$ cat src/rtl/quant_pipe.sv
// Two-stage pipelined JPEG quantiser with valid/ready flow control.
// Stage 1 multiplies each lane by its reciprocal factor from a run-time loadable
// table; stage 2 rounds (half-up or toward zero), saturates and registers the row.
module quant_pipe #(
    parameter int LANES  = 8,
    parameter int ROWS   = 8,
    parameter int IN_W   = 12,
    parameter int COEF_W = 6,
    parameter int OUT_W  = 8,
    parameter int AC_SH  = 11,
    parameter int DC_SH  = 9
) (
    input  logic                      clk,
    input  logic                      reset,
    input  logic                      in_valid,
    output logic                      in_ready,
    input  logic [LANES*IN_W-1:0]     in_data,
    input  logic                      clr_row,
    input  logic                      rnd_mode,
    input  logic                      tbl_we,
    input  logic [$clog2(ROWS)-1:0]   tbl_row,
    input  logic [LANES*COEF_W-1:0]   tbl_data,
    output logic                      tbl_err,
    output logic                      out_valid,
    input  logic                      out_ready,
    output logic [LANES*OUT_W-1:0]    out_data,
    output logic                      out_dc,
    output logic                      out_last,
    output logic                      out_sat
);

    localparam int RW = $clog2(ROWS);
    localparam int PW = IN_W + COEF_W + 1;
    localparam logic signed [PW:0]      QMAX = (PW+1)'(2**(OUT_W-1) - 1);
    localparam logic signed [PW:0]      QMIN = ~QMAX;
    localparam logic signed [OUT_W-1:0] OMAX = {1'b0, {(OUT_W-1){1'b1}}};
    localparam logic signed [OUT_W-1:0] OMIN = {1'b1, {(OUT_W-1){1'b0}}};

    logic [LANES*COEF_W-1:0] r_tbl [ROWS];
    logic [RW-1:0]           r_row;
    logic                    r_tbl_err;

    logic                    r_s1_valid;
    logic signed [PW-1:0]    r_s1_prod [LANES];
    logic [RW-1:0]           r_s1_row;
    logic                    r_s1_rnd;

    logic                    r_out_valid;
    logic [LANES*OUT_W-1:0]  r_out_data;
    logic                    r_out_dc;
    logic                    r_out_last;
    logic                    r_out_sat;

    logic                    w_en;
    logic                    w_accept;
    logic                    w_idle;
    logic [RW-1:0]           w_acc_row;
    logic [LANES*COEF_W-1:0] w_coefs;
    logic signed [PW-1:0]    w_prod [LANES];
    logic signed [PW:0]      w_q [LANES];
    logic [LANES*OUT_W-1:0]  w_q_data;
    logic                    w_q_sat;

    // Scale by 2^-sh; bias chosen so the arithmetic shift rounds half-up or toward zero.
    function automatic logic signed [PW:0] f_shift(input logic signed [PW:0] p,
                                                   input logic dc, input logic trunc);
        int unsigned        sh;
        logic signed [PW:0] bias;
        sh = dc ? DC_SH : AC_SH;
        if (trunc)
            bias = p[PW] ? (((PW+1)'(1) << sh) - (PW+1)'(1)) : '0;
        else
            bias = (PW+1)'(1) << (sh - 1);
        return (p + bias) >>> sh;
    endfunction

    assign w_en      = !r_out_valid || out_ready;
    assign in_ready  = w_en;
    assign w_accept  = in_valid && w_en;
    assign w_acc_row = clr_row ? '0 : r_row;
    assign w_coefs   = r_tbl[w_acc_row];
    assign w_idle    = !in_valid && !r_s1_valid && !r_out_valid && (r_row == '0);

    // Per-lane signed products of the incoming row with its factor row.
    always_comb begin
        for (int unsigned i = 0; i < LANES; i++) begin
            w_prod[i] = $signed(in_data[(LANES-1-i)*IN_W +: IN_W])
                      * $signed({1'b0, w_coefs[(LANES-1-i)*COEF_W +: COEF_W]});
        end
    end

    // Round, clip and pack the stage-1 products; flag any clipped lane.
    always_comb begin
        w_q_data = '0;
        w_q_sat  = 1'b0;
        for (int unsigned i = 0; i < LANES; i++) begin
            w_q[i] = f_shift({r_s1_prod[i][PW-1], r_s1_prod[i]},
                             (r_s1_row == '0) && (i == 0), r_s1_rnd);
            if (w_q[i] > QMAX) begin
                w_q_data[(LANES-1-i)*OUT_W +: OUT_W] = OMAX;
                w_q_sat = 1'b1;
            end else if (w_q[i] < QMIN) begin
                w_q_data[(LANES-1-i)*OUT_W +: OUT_W] = OMIN;
                w_q_sat = 1'b1;
            end else begin
                w_q_data[(LANES-1-i)*OUT_W +: OUT_W] = w_q[i][OUT_W-1:0];
            end
        end
    end

    // Factor table: writes land only when the block is idle, otherwise flag an error.
    always_ff @(posedge clk or negedge reset) begin
        if (!reset) begin
            for (int unsigned r = 0; r < ROWS; r++) r_tbl[r] <= '0;
            r_tbl_err <= 1'b0;
        end else begin
            if (tbl_we && w_idle) r_tbl[tbl_row] <= tbl_data;
            r_tbl_err <= tbl_we && !w_idle;
        end
    end

    // Row counter: a clr_row alongside an accept makes that row row 0.
    always_ff @(posedge clk or negedge reset) begin
        if (!reset) begin
            r_row <= '0;
        end else if (w_accept) begin
            r_row <= (w_acc_row == RW'(ROWS - 1)) ? '0 : w_acc_row + RW'(1);
        end else if (clr_row) begin
            r_row <= '0;
        end
    end

    // Pipeline stages; both advance together whenever the output slot can move.
    always_ff @(posedge clk or negedge reset) begin
        if (!reset) begin
            r_s1_valid  <= 1'b0;
            for (int unsigned i = 0; i < LANES; i++) r_s1_prod[i] <= '0;
            r_s1_row    <= '0;
            r_s1_rnd    <= 1'b0;
            r_out_valid <= 1'b0;
            r_out_data  <= '0;
            r_out_dc    <= 1'b0;
            r_out_last  <= 1'b0;
            r_out_sat   <= 1'b0;
        end else if (w_en) begin
            r_s1_valid <= w_accept;
            if (w_accept) begin
                r_s1_prod <= w_prod;
                r_s1_row  <= w_acc_row;
                r_s1_rnd  <= rnd_mode;
            end
            r_out_valid <= r_s1_valid;
            if (r_s1_valid) begin
                r_out_data <= w_q_data;
                r_out_dc   <= (r_s1_row == '0);
                r_out_last <= (r_s1_row == RW'(ROWS - 1));
                r_out_sat  <= w_q_sat;
            end
        end
    end

    assign out_valid = r_out_valid;
    assign out_data  = r_out_data;
    assign out_dc    = r_out_dc;
    assign out_last  = r_out_last;
    assign out_sat   = r_out_sat;
    assign tbl_err   = r_tbl_err;

endmodule

$ cat config.mk
export PLATFORM = sky130hd
export DESIGN_NAME = quant_pipe
export DESIGN_NICKNAME = d
export VERILOG_FILES = /design/src/rtl/quant_pipe.sv
export SDC_FILE = /design/constraint.sdc
export NUM_CORES = 2
export LEC_CHECK = 0
export ABC_AREA = 1
export CORE_MARGIN = 1.5
export CORE_UTILIZATION = 60
export DETAILED_ROUTE_END_ITERATION = 8
export HOLD_SLACK_MARGIN = 0.02
export PLACE_DENSITY = 0.79
export SYNTH_ARGS = -nofsm -noshare
export SYNTH_HDL_FRONTEND = slang
export SYNTH_SLANG_ARGS = --single-unit
$ cat constraint.sdc
create_clock -name clk -period 13.9 [get_ports clk]
set_input_delay 2.78 -clock clk [delete_from_list [all_inputs] [get_ports clk]]
set_output_delay 2.78 -clock clk [all_outputs]
set_load 0.02 [all_outputs]
After elaboration in Yosys (flattened, before gate mapping)

Index checks and enable logic that the tools add are counted.

Bits in registers: 613
Latch bits: 0
RAM bits: 0
Memory bits (read-only): 0
Input port bits: 154
Output and inout port bits: 70
Word-level logic and storage cells: 145
Memories: 0

Add/sub/neg operators: 11
$mul: 8
Divide/modulo/power cells: 0
$lt $le $gt $ge: 19
Equal/unequal tests: 2
Shift-type cells: 3
Multiplexer cells: 58
Bitwise logic cells: 2
Reductions and logical operators: 16

Operators by type and width:

| cell                                                                          | count |
|---|---|
| 384-bit bitwise mux                                                           | 1 |
| 11-bit 2-to-1 mux                                                             | 14 |
| 12-bit by 7-bit multiplier with 19-bit output                                 | 8 |
| 48-bit binary-select mux with 3-bit select                                    | 1 |
| 48-bit demux with 3-bit select                                                | 1 |
| 48-bit 2-to-1 mux                                                             | 3 |
| 19-bit by 12-bit adder with 20-bit output                                     | 7 |
| 8-bit 2-to-1 mux                                                              | 16 |
| 9-bit by 8-bit > comparator with 1-bit output, second input constant          | 7 |
| 9-bit by 8-bit less-than comparator with 1-bit output, second input constant  | 7 |
| 20-bit 2-to-1 mux                                                             | 2 |
| 1-bit by 32-bit << shifter with 20-bit output, first input constant           | 1 |
| 19-bit by 20-bit adder with 20-bit output                                     | 1 |
| 20-bit by 8-bit > comparator with 1-bit output, second input constant         | 1 |
| 20-bit by 8-bit less-than comparator with 1-bit output, second input constant | 1 |
| 1-bit by 4-bit << shifter with 20-bit output, first input constant            | 1 |
| 20-bit by 4-bit >>> shifter with 20-bit output                                | 1 |
| 20-bit by 1-bit subtractor with 20-bit output, second input constant          | 1 |
| 1-bit 2-to-1 mux                                                              | 16 |
| 3-bit 2-to-1 mux                                                              | 3 |
| 4-bit greater-or-equal comparator, second input constant                      | 2 |
| 3-bit NOT with 4-bit output                                                   | 2 |
| 1-bit logical AND                                                             | 7 |
| 3-bit == test, second input constant                                          | 2 |
| other kinds (8)                                                               | 13 |

Logic depth before layout (Yosys ltp)

Depth after elaboration: 25
Mapped depth: 33

Worst setup path after synthesis

No wires, ideal clock.

Path type: input -> register
Start point: in clr_row
End point: reg r_s1_prod[113] (netlist bit)
Library setup time: 130 ps
Arrival: 7588 ps
Data required time: 13770 ps
Setup slack: 6181 ps
Stages on the path: 25
Path through: nor2_4 -> buf_2 -> buf_1 -> nand2_1 -> a32o_1 -> nand2_1 -> o21ai_2 -> inv_1 -> nand2_1 -> fa_1 -> inv_1 -> fa_1 -> fa_1 -> fa_1 -> ha_1 -> nand2_1 -> nor3_1 -> nand3_1 -> nand3_1 -> nand2_1 -> a21oi_1 -> nand3_1 -> o21ai_0 -> xor2_1 -> o21ai_1

Cells in the longest elaborated chain, start to end: 6

Ends and longest elaborated chain:

| item                                                  | line | RTL |
|---|---|---|
| start, declared                                       | 18   | `input logic clr_row,` |
| 3-bit 2-to-1 mux                                      | --   |  |
| 3-bit NOT with 4-bit output (not written as such)     | 81   | `assign w_coefs = r_tbl[w_acc_row];` |
| 48-bit binary-select mux with 3-bit select            | 81   |  |
| 48-bit 2-to-1 mux (not written as such) (2 in series) | 81   |  |
| 12-bit by 7-bit multiplier with 19-bit output         | 88   | `* $signed({1'b0, w_coefs[(LANES-1-i)*COEF_W +: COEF_W]});` |
| end signal, assigned                                  | 148  | `r_s1_prod <= w_prod;` |
| end, declared                                         | 44   | `logic signed [PW-1:0] r_s1_prod [LANES];` |

Every way passes these cells. The select of a mux whose other input is x is not followed.
A chain may end at the register's enable or synchronous reset.

Worst setup path after layout

Start point: in clr_row
End point: reg r_s1_prod[55] (netlist bit)

The elaborated chain is that of the path after synthesis.

==> out/metrics.yaml <==
io_pins: 224
dp_hpwl_um: 88840
synth_cells: 5925
cap_viol_max_count: 0
crit_top_cell: "nand2_1"
fillers: 6579
netlist_top_cells_area: "dfrtp_1 32%, fa_1 17%, nand2_1 11%, ha_1 9.7%, inv_1 5.9%"
postCtsHoldBufs: 0
gr-total-overflow: 0
tns_ns: 0
grt_pass1_vias: 39700
timing.slew.headroom_pct: 12.59
powerDensity_nw_per_um2: 152.9
end_kind: "flop"
regArea_sq_um: 15340
clock_path_buffers: 3
cts_setup_buffers: 0
grt_pass1_wl_um: 203900
post_drt_wl_per_cell_um: 17.29
syn_nets: 6866
whs_path_depth: 2
ant_nets: 0
drt_iter0_markers: 3484
final_util_pct: 67.35
status: "finished, final reports clean"
grt_max_degree: 195
fin_cells: 7163
worstRegToRegCells: 28
grt_setup_unrepaired: "false"
critPathKind: "input pin to flop"
clk_pin_slew_ns: 0.06
setup-violations-final: 0
timing.final.crit_share_pct: 66.77
start_util_pct: 60.51
num_rows: 104
p_leak_nw: 28.17
synth_top_area_share_pct: 31.52
async_reset_ff_share_pct: 100.0
drcViolationCount: 0
gp_congestion: 0.9132
drt_first_pass_iters: 6
final_nets: 6979
cp.arrival_ns: 9.76
path_max_fanout: 66
start_kind: "input pin"
cts_resized: 0
critPathMaxStageDelay_ns: 1.05
dp.cells: 7025
synth_edf_count: 0
multiInputGateArea_sq_um: 29510
antenna_found_initial: 8
ys_types: 54
die_y_um: 287.8
syn_to_final_growth_pct: 11.31
max_freq_mhz: 107.7
routed_wl_um: 123800
finClkSkew_ns: 0.02964
tightest_slew_ns: 1.311
die-area_sq_um: 82820
via_count: 40430
synthTopCellsByCount: "1456 x nand2_1, 771 x inv_1, 613 x dfrtp_1"
grt_usage_pct: 30.53
port_buffers: 223
root_buffer: "clkbuf_16"
h-tree-depth: 3
vdd.ir_drop.worst_mv: 0.1486
synthFlopType: "dfrtp_1"
cts_tree: "done"
post-route-min-period_ns: 9.282
slew_violations: 0
clock_sinks: 613
finalHoldViolCount: 0
cts_buffers: 71
yosys_warnings: 0
synthesis.area_sq_um: 48660
synth.most_common_cell: "nand2_1"
viasPerCell: 5.644
cp_slowest_cell: "a21oi_1"
core_area_sq_um: 80420
cp.required_ns: 14.38
clock_latency_ns: 0.64
hold_path_class: "flop to flop"
die_w_um: 287.8
worst_hold_slack_ns: 0.4786
avgSynthCellArea_sq_um: 8.213
ys_ff_latch: 613
drive_gt1_share_pct: 4.431
synth_seq_area_share_pct: 31.52
synth_top_cell_by_area: "dfrtp_1"
[sequential cells by signal (all words and copies together) (netlist names), 3 cells and up]
register / cells
r_s1_row: 3
r_s1_prod: 152
r_row: 3
out_data: 64
r_tbl: 384
[cell usage in the layout, fill, tap and decap left out, drive strengths merged, types with 17 or more instances in the layout]
cell type	count
ha	379
nand4	22
o21ai	621
clkbuf	98
a31oi	20
nand3	152
dfrtp	613
clkinv	24
nor2	586
xor2	75
nor3	17
buf	41
a21oi	273
or2	31
clkdlybuf4s50	222
fa	408
inv	784
a32o	48
xnor2	65
a221oi	17
nand2	1473
a21o	17
[routing by layer]
metal	vias up	wire (um)	track usage, %
li1	19160	-	-
met5	-	0	0
met1	19700	55650	43.52
met2	1364	56630	48.86
met3	200	8099	3.883
met4	0	3440	9.490
[critical path, delay by kind of cell]
| kind | cells | cell delay (ns) |
|---|---|---|
| fa+ha+maj | 5 | 2.25 |
| buf+inv | 6 | 2.02 |
| compound gates | 4 | 1.41 |
| simple gates | 12 | 1.24 |
[kinds of logic after synthesis]
group | count (synthesis) | share of synthesized area (%)
and+or+nand+nor | 2292 | 18.73
DFF | 613 | 31.52
AOI/OAI and AO/OA | 1085 | 12.66
xor gates and xnor gates | 140 | 2.520
buffers and inverters | 1008 | 8.033
adders and majority gates | 787 | 26.53
[layout make-up]
cell class                      count  share of cell area (%)
Multi-Input combinational cell   4304                   54.48
Sequential cell                   613                   28.32
Inverter                          785                   5.454
Timing Repair Buffer              263                   4.754
Clock buffer                       98                   3.765
Tap cell                         1060                   2.449
Clock inverter                     31                  0.7346
Antenna cell                        9                 0.04158
[metrics by stage]
step / total power [mW] / worst slack (ns) / cell area, sq um
after global placement: 6.172 / 4.302 / 51700
final: 8.280 / 4.618 / 54160
after global routing: 8.962 / 4.253 / 54160
after CTS: 8.303 / 4.745 / 54140
after detailed placement: 6.320 / 4.096 / 51700
after floorplan: 5.232 / 6.181 / 48660
[worst paths after layout]
| path | from | to | slack, ns |
|---|---|---|---|
| max in group asynchronous | reset | r_s1_prod[92]$_DFFE_PN0P_ | 9.32 |
| worst min-delay path | r_s1_prod[98]$_DFFE_PN0P_ | r_s1_prod[98]$_DFFE_PN0P_ | 0.48 |
| worst min register to register | r_s1_prod[98]$_DFFE_PN0P_ | r_s1_prod[98]$_DFFE_PN0P_ | 0.48 |
| min in group asynchronous | reset | r_tbl[194]$_DFFE_PN0P_ | 2.15 |
| worst max-delay path | clr_row | r_s1_prod[55]$_DFFE_PN0P_ | 4.62 |
| worst max register to register | r_row[1]$_DFF_PN0_ | r_s1_prod[55]$_DFFE_PN0P_ | 6.74 |
[report_power, final]
part	switching (mW)	leakage [nW]	internal (mW)
Combinational	2.30	18.9	1.51
Clock	0.797	1.20	1.15
Sequential	0.298	8.09	2.22
Note: power is estimated with default switching activity, not from simulation.
